==> config.mk <==
export PLATFORM = sky130hd
export DESIGN_NAME = dds_wave_gen
export DESIGN_NICKNAME = d
export VERILOG_FILES = /design/src/rtl/dds_pkg.sv /design/src/rtl/sine_qlut.sv /design/src/rtl/dds_wave_gen.sv
export SDC_FILE = /design/constraint.sdc
export NUM_CORES = 1
export LEC_CHECK = 0
export CAP_MARGIN = 40
export CELL_PAD_IN_SITES_DETAIL_PLACEMENT = 0
export CELL_PAD_IN_SITES_GLOBAL_PLACEMENT = 1
export CORE_MARGIN = 10
export CORE_UTILIZATION = 42
export DETAILED_ROUTE_END_ITERATION = 10
export PLACE_DENSITY = 0.93
export SLEW_MARGIN = 10
export SYNTH_ARGS = -nofsm -noshare
export SYNTH_HDL_FRONTEND = slang
export SYNTH_SLANG_ARGS = --single-unit
==> constraint.sdc <==
create_clock -name clk -period 3.9 [get_ports clk]
set_input_delay 0.975 -clock clk [delete_from_list [all_inputs] [get_ports clk]]
set_output_delay 0.975 -clock clk [all_outputs]
set_load 0.02 [all_outputs]
==> src/rtl/dds_pkg.sv <==
// Shared constants for the DDS waveform generator: wave-select codes,
// control FSM encoding and the output midscale value.
package dds_pkg;

   localparam logic [1:0] WAVE_SQR = 2'b00;
   localparam logic [1:0] WAVE_SAW = 2'b01;
   localparam logic [1:0] WAVE_TRI = 2'b10;
   localparam logic [1:0] WAVE_SIN = 2'b11;

   typedef enum logic [1:0] {
      IDLE  = 2'd0,
      RUN   = 2'd1,
      DRAIN = 2'd2
   } state_t;

   localparam logic [7:0] MIDSCALE = 8'd128;

endpackage

==> src/rtl/sine_qlut.sv <==
// Quarter-wave sine ROM: value(i) = round(127*sin((i+0.5)*pi/128)), i = 0..63.
// Half-step offset keeps the quarters mirror-symmetric without a duplicated peak.
module sine_qlut (
   input  logic [5:0] addr,
   output logic [6:0] value
);

   always_comb begin
      // NOTE: every combinational output gets a default before the case so no latch is inferred.
      value = 7'd0;
      case (addr)
         6'd0:  value = 7'd2;    6'd1:  value = 7'd5;    6'd2:  value = 7'd8;    6'd3:  value = 7'd11;
         6'd4:  value = 7'd14;   6'd5:  value = 7'd17;   6'd6:  value = 7'd20;   6'd7:  value = 7'd23;
         6'd8:  value = 7'd26;   6'd9:  value = 7'd29;   6'd10: value = 7'd32;   6'd11: value = 7'd35;
         6'd12: value = 7'd38;   6'd13: value = 7'd41;   6'd14: value = 7'd44;   6'd15: value = 7'd47;
         6'd16: value = 7'd50;   6'd17: value = 7'd53;   6'd18: value = 7'd56;   6'd19: value = 7'd58;
         6'd20: value = 7'd61;   6'd21: value = 7'd64;   6'd22: value = 7'd67;   6'd23: value = 7'd69;
         6'd24: value = 7'd72;   6'd25: value = 7'd74;   6'd26: value = 7'd77;   6'd27: value = 7'd79;
         6'd28: value = 7'd82;   6'd29: value = 7'd84;   6'd30: value = 7'd86;   6'd31: value = 7'd89;
         6'd32: value = 7'd91;   6'd33: value = 7'd93;   6'd34: value = 7'd95;   6'd35: value = 7'd97;
         6'd36: value = 7'd99;   6'd37: value = 7'd101;  6'd38: value = 7'd103;  6'd39: value = 7'd105;
         6'd40: value = 7'd106;  6'd41: value = 7'd108;  6'd42: value = 7'd110;  6'd43: value = 7'd111;
         6'd44: value = 7'd113;  6'd45: value = 7'd114;  6'd46: value = 7'd115;  6'd47: value = 7'd117;
         6'd48: value = 7'd118;  6'd49: value = 7'd119;  6'd50: value = 7'd120;  6'd51: value = 7'd121;
         6'd52: value = 7'd122;  6'd53: value = 7'd123;  6'd54: value = 7'd124;  6'd55: value = 7'd124;
         6'd56: value = 7'd125;  6'd57: value = 7'd125;  6'd58: value = 7'd126;  6'd59: value = 7'd126;
         6'd60: value = 7'd127;  6'd61: value = 7'd127;  6'd62: value = 7'd127;  6'd63: value = 7'd127;
         default: value = 7'd0;
      endcase
   end

endmodule

==> src/rtl/dds_wave_gen.sv <==
// DDS waveform generator: phase accumulator advanced on each dds_clk strobe,
// registered square/saw/triangle/sine sample. Optional AMP_SCALE_EN adds amp_shift.
module dds_wave_gen
   import dds_pkg::*;
#(
   parameter int PH_W  = 8,
   parameter int OUT_W = 8
) (
   input  logic             clk,
   input  logic             reset,
   input  logic             dds_clk,
   input  logic             run,
   input  logic [1:0]       wave_sel,
   input  logic [PH_W-1:0]  phase_step,
`ifdef AMP_SCALE_EN
   input  logic [1:0]       amp_shift,
`endif
   output logic [OUT_W-1:0] wave_out,
   output logic             sample_valid,
   output logic             period_done,
   output logic             busy
);

   state_t            state_q, state_d;
   logic [PH_W-1:0]   phase_q;
   logic [PH_W:0]     sum;
   logic              carry;
   logic [5:0]        lut_addr;
   logic [6:0]        lut_val;
   logic [OUT_W-1:0]  raw;
   logic [OUT_W-1:0]  sample;

   assign sum      = {1'b0, phase_q} + {1'b0, phase_step};
   assign carry    = sum[PH_W];
   assign busy     = (state_q != IDLE);
   // Second and fourth quarters read the table backwards.
   assign lut_addr = phase_q[6] ? ~phase_q[5:0] : phase_q[5:0];

   sine_qlut u_sine_qlut (
      .addr  (lut_addr),
      .value (lut_val)
   );

   always_comb begin
      raw = MIDSCALE;
      case (wave_sel)
         WAVE_SQR: raw = phase_q[7] ? 8'd0 : 8'd255;
         WAVE_SAW: raw = phase_q;
         WAVE_TRI: raw = phase_q[7] ? ~{phase_q[6:0], 1'b0} : {phase_q[6:0], 1'b0};
         WAVE_SIN: raw = phase_q[7] ? (8'd127 - {1'b0, lut_val}) : (8'd128 + {1'b0, lut_val});
      endcase
   end

`ifdef AMP_SCALE_EN
   logic signed [8:0] centred, scaled, biased;
   always_comb begin
      centred = $signed({1'b0, raw}) - 9'sd128;
      scaled  = centred >>> amp_shift;
      biased  = scaled + 9'sd128;
      sample  = biased[OUT_W-1:0];
   end
`else
   assign sample = raw;
`endif

   always_ff @(posedge clk) begin
      if (reset) state_q <= IDLE;
      else       state_q <= state_d;
   end

   // Strobe coincident with a run edge is handled by the pre-edge state.
   always_comb begin
      state_d = state_q;
      case (state_q)
         IDLE:    if (run) state_d = RUN;
         RUN:     if (!run) state_d = DRAIN;
         DRAIN: begin
            if (dds_clk && carry) state_d = IDLE;
            else if (run)         state_d = RUN;
         end
         default: state_d = IDLE;
      endcase
   end

   always_ff @(posedge clk) begin
      if (reset) begin
         // NOTE: sequential state uses non-blocking assignments so every register samples pre-edge values.
         phase_q      <= '0;
         wave_out     <= MIDSCALE;
         sample_valid <= 1'b0;
         period_done  <= 1'b0;
      end else begin
         sample_valid <= 1'b0;
         period_done  <= 1'b0;
         if (dds_clk && state_q != IDLE) begin
            sample_valid <= 1'b1;
            period_done  <= carry;
            if (state_q == DRAIN && carry) begin
               phase_q  <= '0;
               wave_out <= MIDSCALE;
            end else begin
               phase_q  <= sum[PH_W-1:0];
               wave_out <= sample;
            end
         end
      end
   end

endmodule

==> results of run 1 <==
## where the power goes
part | internal, W | switching (W) | leakage, nW
Clock | 0.000137 | 0.0000699 | 0.0357
Sequential | 0.000215 | 0.0000188 | 0.163
Combinational | 0.000121 | 0.000163 | 0.847
## worst max-delay path, delay by kind of cell
family,cells,cell delay (ns)
AO/OA/AOI/OAI,4,0.87
adder cells (fa/ha/maj),2,0.56
AND/OR/NAND/NOR,2,0.56
buffers and inverters,2,0.52
## state kept, by name, indices dropped and copies added, names as in the netlist
register,cells
state_q,2
period_done,1
phase_q,8
sample_valid,1
wave_out,8
## worst max-delay path by stage
| stage | start | endpoint | slack (ns) | cells past startpoint |
|---|---|---|---|---|
| after floorplan | phase_step[0] | wave_out[1] | 0.97 | 9 |
| after global placement | phase_step[0] | wave_out[1] | 0.35 | 10 |
| after detailed placement | phase_step[0] | wave_out[1] | 0.30 | 10 |
| after CTS | phase_step[0] | wave_out[1] | 0.57 | 10 |
| after global routing | phase_step[0] | wave_out[1] | 0.41 | 10 |
| final | phase_step[0] | wave_out[1] | 0.56 | 10 |
## placed cells by master, fill, tap and decap left out, drive strengths merged, types with 3 or more instances in the layout
| master | count |
|---|---|
| a211oi | 5 |
| a21oi | 22 |
| a22oi | 8 |
| a31oi | 3 |
| a32o | 3 |
| a32oi | 3 |
| and2 | 3 |
| buf | 10 |
| clkbuf | 3 |
| clkdlybuf4s50 | 24 |
| dfxtp | 20 |
| ha | 15 |
| inv | 16 |
| mux2i | 9 |
| nand2 | 29 |
| nand2b | 11 |
| nand3 | 16 |
| nand3b | 4 |
| nor2 | 35 |
| nor2b | 10 |
| nor3 | 5 |
| nor3b | 3 |
| o2111ai | 3 |
| o211ai | 7 |
| o21ai | 35 |
| o22ai | 3 |
| o32a | 3 |
| o32ai | 3 |
| xnor2 | 8 |
| xor2 | 6 |
## layout make-up
| cell class | count | area [um2] | area share |
|---|---|---|---|
| Multi-Input combinational cell | 288 | 1900 | 0.668 |
| Sequential cell | 20 | 400 | 0.141 |
| Timing Repair Buffer | 34 | 315 | 0.111 |
| Tap cell | 75 | 93.8 | 0.0330 |
| Inverter | 16 | 62.6 | 0.0220 |
| Clock buffer | 3 | 41.3 | 0.0145 |
| Clock inverter | 1 | 30.0 | 0.0106 |
## kinds of logic (layout without fill, tap and decap cells)
logic type,Yosys count,after routing,synth area share
AOI/OAI and AO/OA,119,119,0.322
xor gates and xnor gates,14,14,0.0489
adders and majority gates,16,16,0.0829
buffers and inverters,46,54,0.0834
DFF,20,20,0.160
muxes,12,12,0.0539
and+or+nand+nor,127,127,0.249
## metal layers
layer  vias to the layer above  track usage  share of wire
li1                       1313            -              -
met1                      1225        0.185           0.46
met2                       101        0.236           0.47
met3                        10       0.0178          0.059
met4                         0       0.0280         0.0096
met5                         -            0              0
## through the flow
| step | setup WS (ns) | std cells | hold slack (ns) |
|---|---|---|---|
| after floorplan | 0.970 | 354 | 0.525 |
| after CTS | 0.569 | 437 | 0.474 |
| after global placement | 0.352 | 433 | 0.463 |
| after detailed placement | 0.298 | 433 | 0.456 |
| final | 0.558 | 437 | 0.468 |
| after global routing | 0.415 | 437 | 0.487 |
==> flow_summary.ini, run 1 <==
[critical_path]
reg2reg_setup_slack_ns = 1.02
crit_type = primary input to register
cp.required_ns = 4.04
r2r_start = phase_q[6]
crit_path_max_fanout = 10
slowest_stage = clkdlybuf4s50_1
slowest_delay_ns = 0.46
worst_r2r_path_depth = 10
timing.rr.end = wave_out[2]
timing.critical_path.arrival_ns = 3.49
crit_path_end_kind = register
crit_path_cell_trace = clkdlybuf4s50_1 -> ha_1 -> inv_1 -> fa_1 -> nand2b_1 -> a21oi_1 -> o211a_1 -> o21ai_4 -> a32o_1 -> or3b_1
start_kind = primary input

[sta]
worstMarginPinSlew_ns = 0.835
setup_violations = 0
period_share = 0.857
tns_ns = 0
fin_worst_skew_ns = 0.00287
finalMaxSlewViolations = 0
clock.fmax_mhz = 299
hold_viol = 0
rsz0062_at_grt = false
period_minus_slack_ns = 3.34
relSlewSlack = 0.443

[placement]
gp_congestion = 0.840
io_buffers = 24
hpwl_um = 5110
place_area_um2 = 2770

[routing]
postRouteAntennaNets = 0
drc_errors = 0
wl_um = 7010
wl_per_cell_um = 16.0
dr.pass1.iters = 4
num_vias = 2649
routed_via_density = 6.06
drtIter0Drc = 238

[min_path]
hold_end = wave_out[5]
min_from = wave_out[5]
whs_path_depth = 1
min_path_type = register to register

[clocking]
clkSlewWorstSetupHoldPaths_ns = 0.07
cts_made_buffers = 3
clk_latency_ns = 0.26
clock_tree.buffer_depth = 2
post_cts_resized = 0
cts_setup_buffers = 0
ctsHoldBuffers = 0
clock-root-buffer = clkbuf_8
h-tree-depth = 1
cts_sinks = 20
tritoncts = yes

[final_layout]
final_area_um2 = 2840
final_nets = 393
drive_gt1_frac = 0.0635
diodes = 0
finish.utilization = 0.485
synthToLayoutAreaGrowth_pct = 13.3
fillers = 577

[grt]
grt_pass1_wl_um = 11900
grt_max_degree = 39
antenna_found_initial = 0
overflow = 0
grt_pass1_vias = 2452
grt_use_total = 0.140

[die]
rows = 28
dieWidth_um = 97.2
die_area_um2 = 9460
num_io_pins = 25
start_util = 0.428
die_h_um = 97.2
coreArea_um2 = 5850

[synthesis]
syn_area_um2 = 2510
synth.most_common_cell = nor2_1
yosysSeqAreaShare = 0.160
ys_types = 63
synth_top_area_cell = dfxtp_1
synthFlopType = dfxtp_1
synth_fp_nets = 384
netlist_top_cells_count = nor2_1 (35), o21ai_0 (31), nand2_1 (29), a21oi_1 (22), dfxtp_1 (20)
synth_area_leaders = dfxtp_1 (16%), ha_1 (7.5%), o21ai_0 (6.2%)
yosysWarnings = 0
synth_top_area_share = 0.160
avgSynthCellArea_um2 = 7.08
synth_edf_count = 0
syn_inst = 354
synthArstFlopShare = 0
synth.ff_latch_count = 20

[job]
drv_cap = 0

[power_and_ir_drop]
p_per_area_nw_per_um2 = 255
power_w = 0.000724
peakVddDrop_v = 0.000212
p_leak_nw = 1.05

[status]
outcome = completed
Note: power is estimated with default switching activity, not from simulation.
==> run 2: changes to the inputs <==
- TNS_END_PERCENT: unset -> 50
==> results of run 2 <==
The final DEF is identical to that of run 1; final timing and power are the same.
==> run 3: changes to the inputs <==
- clock period: 3.9 -> 3.4 ns (I/O delays scaled with it)
==> run 3 against run 2 <==
Compared with the run above:
- critical path type unchanged
- count of clock-buffer cells in the layout unchanged
- non-clock buffer count up 5
- register-to-register slack worse by 0.54 ns
- power up 15%
==> flow_summary.ini, run 3 (synthesis gave the netlist of run 1 again) <==
[routing]
routed_via_density = 6.07
drc_errors = 0
num_vias = 2683
postRouteAntennaNets = 0
wl_per_cell_um = 16.0
drtIter0Drc = 448
wl_um = 7090
dr.pass1.iters = 5

[min_path]
min_path_type = register to register
min_from = wave_out[5]

[sta]
relSlewSlack = 0.623
setup_violations = 0
tns_ns = 0
rsz0062_at_grt = false
period_share = 0.919
clock.fmax_mhz = 320
finalMaxSlewViolations = 0
worstMarginPinSlew_ns = 0.565
fin_worst_skew_ns = 0.00389
whs_ns = 0.473
hold_viol = 0
period_minus_slack_ns = 3.13

[die]
die_area_um2 = 9460
dieWidth_um = 97.2
rows = 28
die_h_um = 97.2
start_util = 0.428
num_io_pins = 25
coreArea_um2 = 5850

[final_layout]
final_cells = 442
largest_registers = phase_q (8), wave_out (8), state_q (2)
drive_gt1_frac = 0.0763
synthToLayoutAreaGrowth_pct = 14.8
fillers = 577
layout_common_cells = nor2_1 (35), o21ai_0 (31), nand2_1 (29)
final_nets = 398
diodes = 0
layout_commonest_cell = nor2_1

[critical_path]
start_kind = primary input
crit_family = compound AO/OA/AOI/OAI gates
crit_path_max_fanout = 6
r2r_start = phase_q[0]
crit_path_end_kind = register
crit_type = primary input to register
crit_start = phase_step[0]
slowest_stage = clkdlybuf4s50_1
slowest_delay_ns = 0.46
timing.critical_path.arrival_ns = 3.27
crit_path_cell_trace = clkdlybuf4s50_1 -> ha_1 -> inv_1 -> fa_1 -> nand2b_1 -> a21oi_1 -> o211a_1 -> o21ai_4 -> a32o_1 -> or3b_1
cp.required_ns = 3.55
crit_buf_inv = 2

[clocking]
h-tree-depth = 1
cts_made_buffers = 3
clkSlewWorstSetupHoldPaths_ns = 0.08
post_cts_resized = 0
clk_latency_ns = 0.26
ctsHoldBuffers = 0
clock-root-buffer = clkbuf_8
cts_setup_buffers = 0
clock_tree.buffer_depth = 2
tritoncts = yes
cts_sinks = 20

[placement]
hpwl_um = 5180
io_buffers = 24
gp_congestion = 0.881
dp.cells = 438

[grt]
grt_max_degree = 42
grt_pass1_wl_um = 11900
antenna_found_initial = 0
grt_pass1_vias = 2471
overflow = 0
grt_use_total = 0.142

[power_and_ir_drop]
p_leak_nw = 1.07
peakVddDrop_v = 0.000223
p_per_area_nw_per_um2 = 289
power_w = 0.000833

[job]
drv_cap = 0

[status]
outcome = completed
==> run 3: layout make-up <==
class | count | area [um2] | share of cell area
Inverter | 16 | 62.6 | 0.0217
Clock buffer | 3 | 41.3 | 0.0143
Multi-Input combinational cell | 288 | 1900 | 0.659
Timing Repair Buffer | 39 | 353 | 0.123
Tap cell | 75 | 93.8 | 0.0326
Clock inverter | 1 | 30.0 | 0.0104
Sequential cell | 20 | 400 | 0.139
==> run 3: metrics by stage <==
stage                     cell area, um2   util  setup WS, ns
final                               2880  0.492         0.274
after global routing                2880  0.492         0.109
after CTS                           2880  0.492         0.270
after detailed placement            2810  0.480      0.000983
after global placement              2810  0.480        0.0659
after floorplan                     2510      -         0.595
==> run 3: report_power, final <==
part	internal (W)	switching (W)	leakage, nW
clock	0.000157	0.0000798	0.0357
sequential	0.000246	0.0000146	0.163
combinational	0.000142	0.000193	0.874
==> run 3: worst paths after layout <==
| kind | cells after the start | slack, ns | endpoint |
|---|---|---|---|
| max | 10 | 0.27 | wave_out[1] |
| min | 1 | 0.47 | wave_out[5] |
| max reg2reg | 9 | 0.48 | wave_out[1] |
| min reg2reg | 1 | 0.47 | wave_out[5] |
==> run 3: per-layer routing <==
| layer | GRT usage | share of wire | vias up |
|---|---|---|---|
| met5 | 0 | 0 | - |
| met4 | 0.0391 | 0.0092 | 0 |
| met3 | 0.0235 | 0.065 | 10 |
| met2 | 0.230 | 0.47 | 118 |
| met1 | 0.187 | 0.45 | 1233 |
| li1 | - | - | 1322 |
